===== src/rtl/fft_7_pkg.sv =====
`default_nettype none
// =============================================================================
// fft_7_pkg : shared widths, constants, state encoding and sample-format
//             helpers for FFT stage 7.
// Revision  : 1.0
// =============================================================================
package fft_7_pkg;

    localparam int MAG_W      = 8;
    localparam int TW_FRAC    = 7;
    localparam int ROUND_BIAS = 64;
    localparam int SAT_MAX    = 255;

    localparam int SMP_W  = MAG_W + 1;
    localparam int PROD_W = 2 * MAG_W;
    localparam int TC_W   = 11;
    localparam int SUM_W  = 12;

    typedef enum logic [1:0] {
        IDLE = 2'd0,
        MUL  = 2'd1,
        SUM  = 2'd2,
        HOLD = 2'd3
    } state_t;

    // Sign-magnitude to two's complement; a negative zero becomes plain zero.
    function automatic logic signed [TC_W-1:0] sm_to_tc(input logic neg, input logic [MAG_W:0] mag);
        logic signed [TC_W-1:0] v;
        v = $signed({{(TC_W-MAG_W-1){1'b0}}, mag});
        return neg ? -v : v;
    endfunction

    // Floor-halve, clamp to +/-SAT_MAX and return sign-magnitude with a positive zero.
    function automatic logic [MAG_W:0] half_sat_sm(input logic signed [SUM_W-1:0] s);
        logic signed [SUM_W-1:0] h;
        logic signed [SUM_W-1:0] m;
        h = s >>> 1;
        if (h > SUM_W'(SAT_MAX)) begin
            return {1'b0, MAG_W'(SAT_MAX)};
        end
        if (h < -SUM_W'(SAT_MAX)) begin
            return {1'b1, MAG_W'(SAT_MAX)};
        end
        m = (h < 0) ? -h : h;
        return {(h < 0), MAG_W'(m)};
    endfunction

endpackage
`default_nettype wire


===== src/rtl/seq_mult_7.sv =====
`default_nettype none
// =============================================================================
// seq_mult_7 : unsigned MAG_W x MAG_W shift-add multiplier, one multiplier bit
//              per clock; done pulses with the product 8 cycles after start.
// Revision   : 1.0
// =============================================================================
module seq_mult_7
    import fft_7_pkg::*;
(
    input  logic              clk,
    input  logic              rst,
    input  logic              start,
    input  logic [MAG_W-1:0]  a,
    input  logic [MAG_W-1:0]  b,
    output logic              done,
    output logic [PROD_W-1:0] prod
);

    logic [PROD_W-1:0] mcand_q, mcand_d;
    logic [PROD_W-1:0] acc_q, acc_d;
    logic [MAG_W-1:0]  mplier_q, mplier_d;
    logic [2:0]        cnt_q, cnt_d;
    logic              busy_q, busy_d;
    logic              done_q, done_d;

    always_comb begin
        mcand_d  = mcand_q;
        acc_d    = acc_q;
        mplier_d = mplier_q;
        cnt_d    = cnt_q;
        busy_d   = busy_q;
        done_d   = 1'b0;
        if (start) begin
            // Bit 0 is folded into the load edge so eight edges cover all bits.
            mcand_d  = PROD_W'(a) << 1;
            acc_d    = b[0] ? PROD_W'(a) : '0;
            mplier_d = b >> 1;
            cnt_d    = 3'd6;
            busy_d   = 1'b1;
        end else if (busy_q) begin
            if (mplier_q[0]) begin
                acc_d = acc_q + mcand_q;
            end
            mcand_d  = mcand_q << 1;
            mplier_d = mplier_q >> 1;
            cnt_d    = cnt_q - 3'd1;
            if (cnt_q == 3'd0) begin
                busy_d = 1'b0;
                done_d = 1'b1;
            end
        end
    end

    always_ff @(posedge clk) begin
        if (rst) begin
            mcand_q  <= '0;
            acc_q    <= '0;
            mplier_q <= '0;
            cnt_q    <= '0;
            busy_q   <= 1'b0;
            done_q   <= 1'b0;
        end else begin
            mcand_q  <= mcand_d;
            acc_q    <= acc_d;
            mplier_q <= mplier_d;
            cnt_q    <= cnt_d;
            busy_q   <= busy_d;
            done_q   <= done_d;
        end
    end

    assign done = done_q;
    assign prod = acc_q;

endmodule
`default_nettype wire


===== src/rtl/butterfly_7.sv =====
`default_nettype none
// =============================================================================
// butterfly_7 : radix-2 DIT butterfly for FFT stage 7, sign-magnitude I/O,
//               y0/y1 = (x0 +/- x1*W)/2. Option macro: BUTTERFLY_ROUND_EN
//               (round product magnitudes half-up instead of truncating).
// Revision    : 1.0
// =============================================================================
module butterfly_7
    import fft_7_pkg::*;
(
    input  logic             clk,
    input  logic             rst,
    input  logic             in_valid,
    output logic             in_ready,
    input  logic [SMP_W-1:0] x0_re,
    input  logic [SMP_W-1:0] x0_im,
    input  logic [SMP_W-1:0] x1_re,
    input  logic [SMP_W-1:0] x1_im,
    input  logic [SMP_W-1:0] w_re,
    input  logic [SMP_W-1:0] w_im,
    output logic             out_valid,
    input  logic             out_ready,
    output logic [SMP_W-1:0] y0_re,
    output logic [SMP_W-1:0] y0_im,
    output logic [SMP_W-1:0] y1_re,
    output logic [SMP_W-1:0] y1_im
);

    state_t                 state_q, state_d;
    logic [SMP_W-1:0]       x0_re_q, x0_re_d, x0_im_q, x0_im_d;
    logic [SMP_W-1:0]       x1_re_q, x1_re_d, x1_im_q, x1_im_d;
    logic [SMP_W-1:0]       w_re_q, w_re_d, w_im_q, w_im_d;
    logic [1:0]             k_q, k_d;
    logic                   start_pend_q, start_pend_d;
    logic signed [TC_W-1:0] t_re_q, t_re_d, t_im_q, t_im_d;
    logic [SMP_W-1:0]       y0_re_q, y0_re_d, y0_im_q, y0_im_d;
    logic [SMP_W-1:0]       y1_re_q, y1_re_d, y1_im_q, y1_im_d;

    logic                   mult_start, mult_done;
    logic [PROD_W-1:0]      mult_prod;
    logic [1:0]             sel;
    logic [SMP_W-1:0]       opx [4];
    logic [SMP_W-1:0]       opw [4];
    logic [SMP_W-1:0]       cur_x, cur_w;
    logic [PROD_W-1:0]      biased;
    logic [SMP_W-1:0]       scaled;
    logic                   p_neg;
    logic signed [TC_W-1:0] p_tc;
    logic signed [TC_W-1:0] x0r_tc, x0i_tc;
    logic signed [SUM_W-1:0] x0r_w, x0i_w, tr_w, ti_w;

    // Product order k0..k3: x1re*wre, x1im*wim, x1re*wim, x1im*wre.
    always_comb begin
        opx[0] = x1_re_q;  opw[0] = w_re_q;
        opx[1] = x1_im_q;  opw[1] = w_im_q;
        opx[2] = x1_re_q;  opw[2] = w_im_q;
        opx[3] = x1_im_q;  opw[3] = w_re_q;
    end

    always_comb begin
        sel    = start_pend_q ? k_q : k_q + 2'd1;
        cur_x  = opx[k_q];
        cur_w  = opw[k_q];
`ifdef BUTTERFLY_ROUND_EN
        biased = mult_prod + PROD_W'(ROUND_BIAS);
`else
        biased = mult_prod;
`endif
        scaled = SMP_W'(biased >> TW_FRAC);
        p_neg  = (cur_x[MAG_W] ^ cur_w[MAG_W]) && (mult_prod != '0);
        p_tc   = sm_to_tc(p_neg, scaled);
        x0r_tc = sm_to_tc(x0_re_q[MAG_W], {1'b0, x0_re_q[MAG_W-1:0]});
        x0i_tc = sm_to_tc(x0_im_q[MAG_W], {1'b0, x0_im_q[MAG_W-1:0]});
        x0r_w  = $signed({x0r_tc[TC_W-1], x0r_tc});
        x0i_w  = $signed({x0i_tc[TC_W-1], x0i_tc});
        tr_w   = $signed({t_re_q[TC_W-1], t_re_q});
        ti_w   = $signed({t_im_q[TC_W-1], t_im_q});
    end

    seq_mult_7 u_mult (
        .clk   (clk),
        .rst   (rst),
        .start (mult_start),
        .a     (opx[sel][MAG_W-1:0]),
        .b     (opw[sel][MAG_W-1:0]),
        .done  (mult_done),
        .prod  (mult_prod)
    );

    always_comb begin
        state_d      = state_q;
        x0_re_d      = x0_re_q;
        x0_im_d      = x0_im_q;
        x1_re_d      = x1_re_q;
        x1_im_d      = x1_im_q;
        w_re_d       = w_re_q;
        w_im_d       = w_im_q;
        k_d          = k_q;
        start_pend_d = start_pend_q;
        t_re_d       = t_re_q;
        t_im_d       = t_im_q;
        y0_re_d      = y0_re_q;
        y0_im_d      = y0_im_q;
        y1_re_d      = y1_re_q;
        y1_im_d      = y1_im_q;
        mult_start   = 1'b0;
        case (state_q)
            IDLE: begin
                if (in_valid) begin
                    x0_re_d      = x0_re;
                    x0_im_d      = x0_im;
                    x1_re_d      = x1_re;
                    x1_im_d      = x1_im;
                    w_re_d       = w_re;
                    w_im_d       = w_im;
                    k_d          = 2'd0;
                    start_pend_d = 1'b1;
                    state_d      = MUL;
                end
            end
            MUL: begin
                if (start_pend_q) begin
                    mult_start   = 1'b1;
                    start_pend_d = 1'b0;
                end else if (mult_done) begin
                    case (k_q)
                        2'd0:    t_re_d = p_tc;
                        2'd1:    t_re_d = t_re_q - p_tc;
                        2'd2:    t_im_d = p_tc;
                        default: t_im_d = t_im_q + p_tc;
                    endcase
                    if (k_q == 2'd3) begin
                        state_d = SUM;
                    end else begin
                        k_d        = k_q + 2'd1;
                        mult_start = 1'b1;
                    end
                end
            end
            SUM: begin
                y0_re_d = half_sat_sm(x0r_w + tr_w);
                y0_im_d = half_sat_sm(x0i_w + ti_w);
                y1_re_d = half_sat_sm(x0r_w - tr_w);
                y1_im_d = half_sat_sm(x0i_w - ti_w);
                state_d = HOLD;
            end
            default: begin
                if (out_ready) begin
                    state_d = IDLE;
                end
            end
        endcase
    end

    always_ff @(posedge clk) begin
        if (rst) begin
            state_q      <= IDLE;
            x0_re_q      <= '0;
            x0_im_q      <= '0;
            x1_re_q      <= '0;
            x1_im_q      <= '0;
            w_re_q       <= '0;
            w_im_q       <= '0;
            k_q          <= '0;
            start_pend_q <= 1'b0;
            t_re_q       <= '0;
            t_im_q       <= '0;
            y0_re_q      <= '0;
            y0_im_q      <= '0;
            y1_re_q      <= '0;
            y1_im_q      <= '0;
        end else begin
            state_q      <= state_d;
            x0_re_q      <= x0_re_d;
            x0_im_q      <= x0_im_d;
            x1_re_q      <= x1_re_d;
            x1_im_q      <= x1_im_d;
            w_re_q       <= w_re_d;
            w_im_q       <= w_im_d;
            k_q          <= k_d;
            start_pend_q <= start_pend_d;
            t_re_q       <= t_re_d;
            t_im_q       <= t_im_d;
            y0_re_q      <= y0_re_d;
            y0_im_q      <= y0_im_d;
            y1_re_q      <= y1_re_d;
            y1_im_q      <= y1_im_d;
        end
    end

    assign in_ready  = (state_q == IDLE);
    assign out_valid = (state_q == HOLD);
    assign y0_re     = y0_re_q;
    assign y0_im     = y0_im_q;
    assign y1_re     = y1_re_q;
    assign y1_im     = y1_im_q;

endmodule
`default_nettype wire


===== config.mk =====
export PLATFORM = sky130hd
export DESIGN_NAME = butterfly_7
export DESIGN_NICKNAME = d
export VERILOG_FILES = /design/src/rtl/fft_7_pkg.sv /design/src/rtl/seq_mult_7.sv /design/src/rtl/butterfly_7.sv
export SDC_FILE = /design/constraint.sdc
export NUM_CORES = 1
export LEC_CHECK = 0
export ABC_AREA = 1
export BUFFER_PORTS_ARGS = -buffer_cell sky130_fd_sc_hd__buf_2
export CELL_PAD_IN_SITES_DETAIL_PLACEMENT = 2
export CELL_PAD_IN_SITES_GLOBAL_PLACEMENT = 2
export CORE_MARGIN = 2
export CORE_UTILIZATION = 30
export DETAILED_ROUTE_END_ITERATION = 10
export PLACE_DENSITY_LB_ADDON = 0.05
export REMOVE_ABC_BUFFERS = 1
export SYNTH_ARGS = -nofsm -noshare
export SYNTH_HDL_FRONTEND = slang
export SYNTH_SLANG_ARGS = --single-unit

===== constraint.sdc =====
create_clock -name clk -period 3 [get_ports clk]
set_clock_uncertainty 0.2 [all_clocks]
set_input_delay 0 -clock clk [delete_from_list [all_inputs] [get_ports clk]]
set_output_delay 0 -clock clk [all_outputs]
set_load 0.005 [all_outputs]

* Yosys cells after proc, flatten, opt, wreduce, memory -nomap -nowiden
Index checks and enable logic that the tools add are counted.
** Storage, ports and cells
- Bits in registers :: 160
- Bits of input ports :: 58
- Output and inout bits :: 38
** Cells by class
- $add $sub $neg :: 16
- Magnitude comparators :: 14
- Equality and inequality tests :: 11
- Muxes and demuxes :: 89
- Bitwise logic cells :: 6
- Reduce and logical (&&, ||, !) cells :: 20
** Operators by type and width (count)
- 9-bit two-way mux :: 22
- 9-bit binary-select mux with 2-bit select :: 4
- 8-bit two-way mux :: 9
- 16-bit two-way mux :: 3
- 11-bit by 9-bit > comparator with 1-bit output, second input constant :: 4
- 11-bit by 1-bit < comparator with 1-bit output, second input constant :: 4
- 11-bit by 9-bit < comparator with 1-bit output, second input constant :: 4
- 11-bit one-hot mux with 2 select lines :: 2
- 11-bit two-way mux :: 3
- 8-bit negator :: 4
- 1-bit two-way mux :: 29
- 11-bit by 11-bit adder with 12-bit output :: 2
- 11-bit by 11-bit subtractor with 12-bit output :: 2
- 8-bit negator with 11-bit output :: 2
- 2-bit two-way mux :: 10
- 16-bit adder :: 1
- 16-bit nonzero test :: 1
- 7-bit two-way mux :: 2
- 11-bit adder :: 1
- 9-bit negator with 11-bit output :: 1
- 11-bit subtractor :: 1
- 5-bit AND reduction :: 2
- 2-bit equality test, second input constant :: 4
- 2-bit != test, second input constant :: 4
- 21 further kinds :: 35

* Logic depth before layout (Yosys ltp)
- Depth in word-level cells :: 10
- Gate-level depth with buffers :: 24
- Mapped depth without buffers :: 23

* Modules after synthesis
Synthesis repeated with hierarchy kept, for this count alone.
** Unflattened totals
- Cells, all modules :: 2038
- Area total of the unflattened synthesis :: 12948.7 um^2
** By module, submodules not included
- butterfly_7 :: times used 1, cells each 1656, area each 10332.4 um^2
- seq_mult_7 :: times used 1, cells each 382, area each 2616.3 um^2

* Least setup slack after synthesis
OpenSTA, ideal clock, no wires.
- Kind :: flip-flop to flip-flop
- From :: register x0_re_q[0]
- To :: register y0_re_q[7], in the netlist y0_re[7]
- Library setup time :: 0.064 ns
- Arrival time :: 2.889 ns
- Required time :: 2.736 ns
- Setup slack :: -0.153 ns
- Stages on the path, launching flop included :: 21
- Path buffers :: 0
- Clock period less this slack :: 3.153 ns
- Path through :: dfxtp_1 > inv_2 > ha_1 > nand2_1 > o21ai_0 > fa_1 > xor2_2 > inv_1 > ha_1 > or2_2 > nor2_1 > nand3_1 > nor2_1 > nand2_1 > nor2_1 > nand2_1 > nand3_1 > nand2_1 > nand2_1 > nor2_1 > nor2_1
** On the way
- Word-level cells in the longest chain between the ends :: 9
** Ends and longest elaborated chain
- from (decl) :: line butterfly_7.sv:30 : logic [SMP_W-1:0] x0_re_q, x0_re_d, x0_im_q, x0_im_d;
- from (signal assigned) :: line butterfly_7.sv:174 : x0_re_q <= x0_re_d;
- 8-bit negator with 11-bit output :: line fft_7_pkg.sv:30 : return neg ? -v : v;
- 11-bit two-way mux (*) :: line fft_7_pkg.sv:30
- 11-bit by 11-bit adder with 12-bit output (*) :: line butterfly_7.sv:141 : y0_re_d = half_sat_sm(x0r_w + tr_w);
- 11-bit by 9-bit < comparator with 1-bit output :: line fft_7_pkg.sv:41 : if (h < -SUM_W'(SAT_MAX)) begin
- 1-bit two-way mux (2 in a row) :: line fft_7_pkg.sv:41
- 1-bit two-way mux :: line butterfly_7.sv:107 : case (state_q)
- 9-bit two-way mux :: line fft_7_pkg.sv:44 : m = (h < 0) ? -h : h;
- 9-bit two-way mux (*) :: line fft_7_pkg.sv:41
- to (signal assigned) :: line butterfly_7.sv:184 : y0_re_q <= y0_re_d;
- to (decl) :: line butterfly_7.sv:36 : logic [SMP_W-1:0] y0_re_q, y0_re_d, y0_im_q, y0_im_d;
Mark *: on every way between the ends. The rest lies on a longest branch, timed or not. The select of a mux whose other input is x is not followed.
A chain may end at the register's enable or synchronous reset.

* Worst setup path after layout
- From :: register x0_im_q[0]
- To :: register y0_im_q[2], in the netlist y0_im[2]
** On the way
- Word-level cells in the longest chain between the ends :: 9
** Ends and longest elaborated chain
- from (decl) :: line butterfly_7.sv:30
- from (signal assigned) :: line butterfly_7.sv:175 : x0_im_q <= x0_im_d;
- 8-bit negator with 11-bit output :: line fft_7_pkg.sv:30
- 11-bit two-way mux (*) :: line fft_7_pkg.sv:30
- 11-bit by 11-bit adder with 12-bit output (*) :: line butterfly_7.sv:142 : y0_im_d = half_sat_sm(x0i_w + ti_w);
- 11-bit by 9-bit < comparator with 1-bit output :: line fft_7_pkg.sv:41
- 1-bit two-way mux (2 in a row) :: line fft_7_pkg.sv:41
- 1-bit two-way mux :: line butterfly_7.sv:107
- 9-bit two-way mux :: line fft_7_pkg.sv:44
- 9-bit two-way mux (*) :: line fft_7_pkg.sv:41
- to (signal assigned) :: line butterfly_7.sv:185 : y0_im_q <= y0_im_d;
- to (decl) :: line butterfly_7.sv:36
Marked as above.

==> run summary <==
N_diodes = 0
Gr usage total = 0.286
Rows = 74
Drt total wl = 81.6 mm
DP Cell Count = 2,840
Hold Crit Class = input pin to register
Via/cell ratio = 5.53
Tcrit/Tclk final = 1.32
Clock H-tree levels = 4
CP max stage cell = dfxtp_4
#FFs+latches synth = 160
Initial DRT Pass Iterations = 7
Peak Freq = 0.253 GHz
Design Area, Final = 0.0203 mm^2
Yosys warning count = 0
I/O Pins = 96
Initial core utilization = 0.305
Max Root-Sink Buffers = 2
Core area = 0.0409 mm^2
Most Crowded Layer GR = met2
LEAKAGE = 9.42 nW
Die area = 0.0433 mm^2
Syn-to-layout area delta = 62.8%
WP buf/inv = 5
Adder-cell share of the synthesized area = 0.111
CTS root buffer = clkbuf_16
Multiplexer share of the synthesized area = 0.00561
Global-route wire length before repair = 98.2 mm
Pwr/cell area = 1100 mW/mm^2
Die Ht = 208 um
Slew Limit Fails = 0
Main synth FF type = dfxtp_1
Mapped Cells = 1,994
Peak VDD IR = 0.492 mV
Worst-path maximum fanout = 8
DRC viols = 0
CP endpoint kind = register
Reg2Reg Setup Slack = -0.95 ns
Total power = 22.4 mW
WP data required = 3.23 ns
Met1 Usage GRT = 0.304
R2R depth = 24
Kind of critical path = register to register
Met3 Use GR = 0.0414
Grt ovf = 0
Hold depth = 4
HP Start = x1_re[3]
Final WS setup = -0.949 ns
Antenna violations before repair = 0
CTS buffer count = 17
Clock Latency Late Sink = 0.51 ns
Layout cells sized above 1 = 0.408
Status = complete, but fails checks
RSZ-0062 raised after global routing = yes
Finished Layout Cells = 3,021
M2 GR Usage = 0.541
Gpl congestion = 0.884
Reg clk slew, reported paths = 0.08 ns
Post-synthesis xor/xnor area fraction = 0.0307
Post-DP HPWL = 39.5 mm
WL per Instance = 27.0 um
Family with the most delay on the worst path = simple AND/OR/NAND/NOR gates
Worst Hold Slack = 0.120 ns
Failing checks = setup timing
Setup violations, final = 61
Worst EP arrival = 4.18 ns
Final ANT Viol Nets = 0
Clock sink count = 160
Synthesized area per cell = 6.26 um^2
Slew Limit Headroom = 0.418
Fin nets = 2,641
Largest family of logic cells by synthesized area = simple AND/OR/NAND/NOR gates
Port Buffer Count = 95
RR Startpoint = x0_im_q[0]$_SDFFE_PP0P_
RR Endpoint = y0_im[2]$_SDFFE_PP0N_
Startpoint types = register
Synth Area in Simple Gates = 0.327
Vias in the first global route = 17,800
Slowest Stage Delay on Critical Path = 0.37 ns
Largest net degree at the start of global routing = 59
Initial DRC count = 891
EDFF count, synth = 0
Synth Area in Compound Gates = 0.164
Chip width = 208 um
Worst min-delay path endpoint = x1_re_q[3]$_SDFFE_PP0P_
TritonCTS clock tree = yes
Synth Cell Area = 0.0125 mm^2
WP depth = 24
Worst slew pin tran = 0.873 ns
Placed instance area = 0.0155 mm^2
Total vias in the final route = 16,700
Final Hold Viols = 0
Critical path cell sequence = nor3_4, nand2_1, nor2_2, inv_2, nor3_4, nor2_2, xor2_1, inv_2, ha_4, buf_6, nor2_4, inv_2, nor2_2, nand3_2, nand2_2, buf_4, nand2_1, nand2_1, nand4_1, nand3_2, nand2_4, nand2_1, nor2_2, nor2_1
Sequential area share after synthesis = 0.257
Post-layout util = 0.497
Maxcap violations = 0
Async SR Flop Fraction = 0
Yosys cell types = 50
Tmin final = 3.95 ns
layout by cell type (no fill, tap or decap), types with 59 or more instances in the layout:
cell type / instances
buf_2: 95
buf_4: 309
a21oi_1: 89
nand2_1: 340
nor2_1: 214
dlygate4sd3_1: 59
nand2_2: 92
dfxtp_1: 147
o21ai_0: 115
inv_1: 201
nand3_1: 103
per-layer routing:
metal / vias to the layer above / part of all wire / routed length (um)
met5: - / 0 / 0
met1: 8546 / 0.39 / 31700
met3: 274 / 0.031 / 2530
met2: 494 / 0.52 / 42700
met4: 0 / 0.058 / 4710
li1: 7396 / - / -
worst register-to-register path, cell delays in order, from the launching register on:
cell,delay [ns]
dfxtp_4,0.37
nor3_4,0.20
nand2_1,0.13
nor2_2,0.14
inv_2,0.08
nor3_4,0.24
nor2_2,0.08
xor2_1,0.25
inv_2,0.11
ha_4,0.31
buf_6,0.15
nor2_4,0.11
inv_2,0.07
nor2_2,0.16
nand3_2,0.16
nand2_2,0.12
buf_4,0.12
nand2_1,0.06
nand2_1,0.12
nand4_1,0.19
nand3_2,0.15
nand2_4,0.10
nand2_1,0.10
nor2_2,0.04
nor2_1,0.10
logic make-up after synthesis:
logic type,Yosys count
and+or+nand+nor,983
AOI/OAI and AO/OA,365
buffers and inverters,330
DFF,160
adders and majority gates,107
xor gates and xnor gates,42
muxes,7
power by group:
| group | switching [mW] | total (mW) | internal (mW) |
|---|---|---|---|
| Sequential | 0.389 | 2.98 | 2.59 |
| Clock | 1.21 | 2.51 | 1.31 |
| Combinational | 10.2 | 16.9 | 6.69 |
synth_stat cells, types with 8 or more instances:
cell	number	area, um^2
nor2_1	281	1050
nand2_1	459	1720
a31oi_1	11	68.8
xnor2_1	8	70.1
o21bai_1	8	60.1
nand3b_1	8	60.1
clkbuf_1	39	146
xor2_1	32	280
nand2_2	12	75.1
a21oi_1	132	661
nand4_1	18	113
ha_1	100	1250
dfxtp_1	160	3200
buf_2	9	45.0
inv_2	8	30.0
o211ai_1	18	135
inv_1	257	965
nand3_1	154	771
or2_2	13	81.3
o21ai_0	149	746
nor3_1	28	140
registers in the layout (all words and copies together) (netlist names), 11 cells and up:
signal / cells
t_im_q: 11
u_mult.prod: 16
t_re_q: 11
u_mult.mcand_q: 15
through the flow:
step / setup slack (ns) / setup TNS, ns
6_report: -0.949 / -29.35
5_1_grt: -1.08 / -37.81
4_1_cts: -0.284 / -7.48
3_5_place_dp: -0.710 / -26.02
3_3_place_gp: -0.631 / -17.39
2_1_floorplan: -0.267 / -5.83
how the worst max path moves through the flow:
stage | from | end | slack, ns
floorplan | state_q[1]$_SDFFE_PP0P_ | u_mult.prod[3]$_SDFFE_PP0P_ | -0.27
global placement | x0_re_q[1]$_SDFFE_PP0P_ | y1_re[7]$_SDFFE_PP0N_ | -0.63
detailed placement | x0_re_q[0]$_SDFFE_PP0P_ | y1_re[7]$_SDFFE_PP0N_ | -0.71
CTS | x0_re_q[3]$_SDFFE_PP0P_ | y1_re[1]$_SDFFE_PP0N_ | -0.28
global route | x0_im_q[0]$_SDFFE_PP0P_ | y0_im[2]$_SDFFE_PP0N_ | -1.08
finish | x0_im_q[0]$_SDFFE_PP0P_ | y0_im[2]$_SDFFE_PP0N_ | -0.95
layout make-up:
cell class	count	area, um^2
clock buffers	19	453
clock inverters	13	168
fillers	4678	20600
inverters	266	1040
multi-input cells	1505	10600
flip-flops and latches	160	3230
well taps	532	666
repair buffers	525	4170
repair inverters	1	11.3
timing repair:
| action | CTS | global route |
|---|---|---|
| pin swaps | 160 | 189 |
| hold endpoints to repair | 65 | 0 |
| gates cloned | 3 | 0 |
| resized for setup | 413 | 323 |
| endpoints found under the setup margin | 54 | 54 |
| hold buffers | 59 | 0 |
| setup buffers | 70 | 33 |
(Power assumes the default switching activity.)
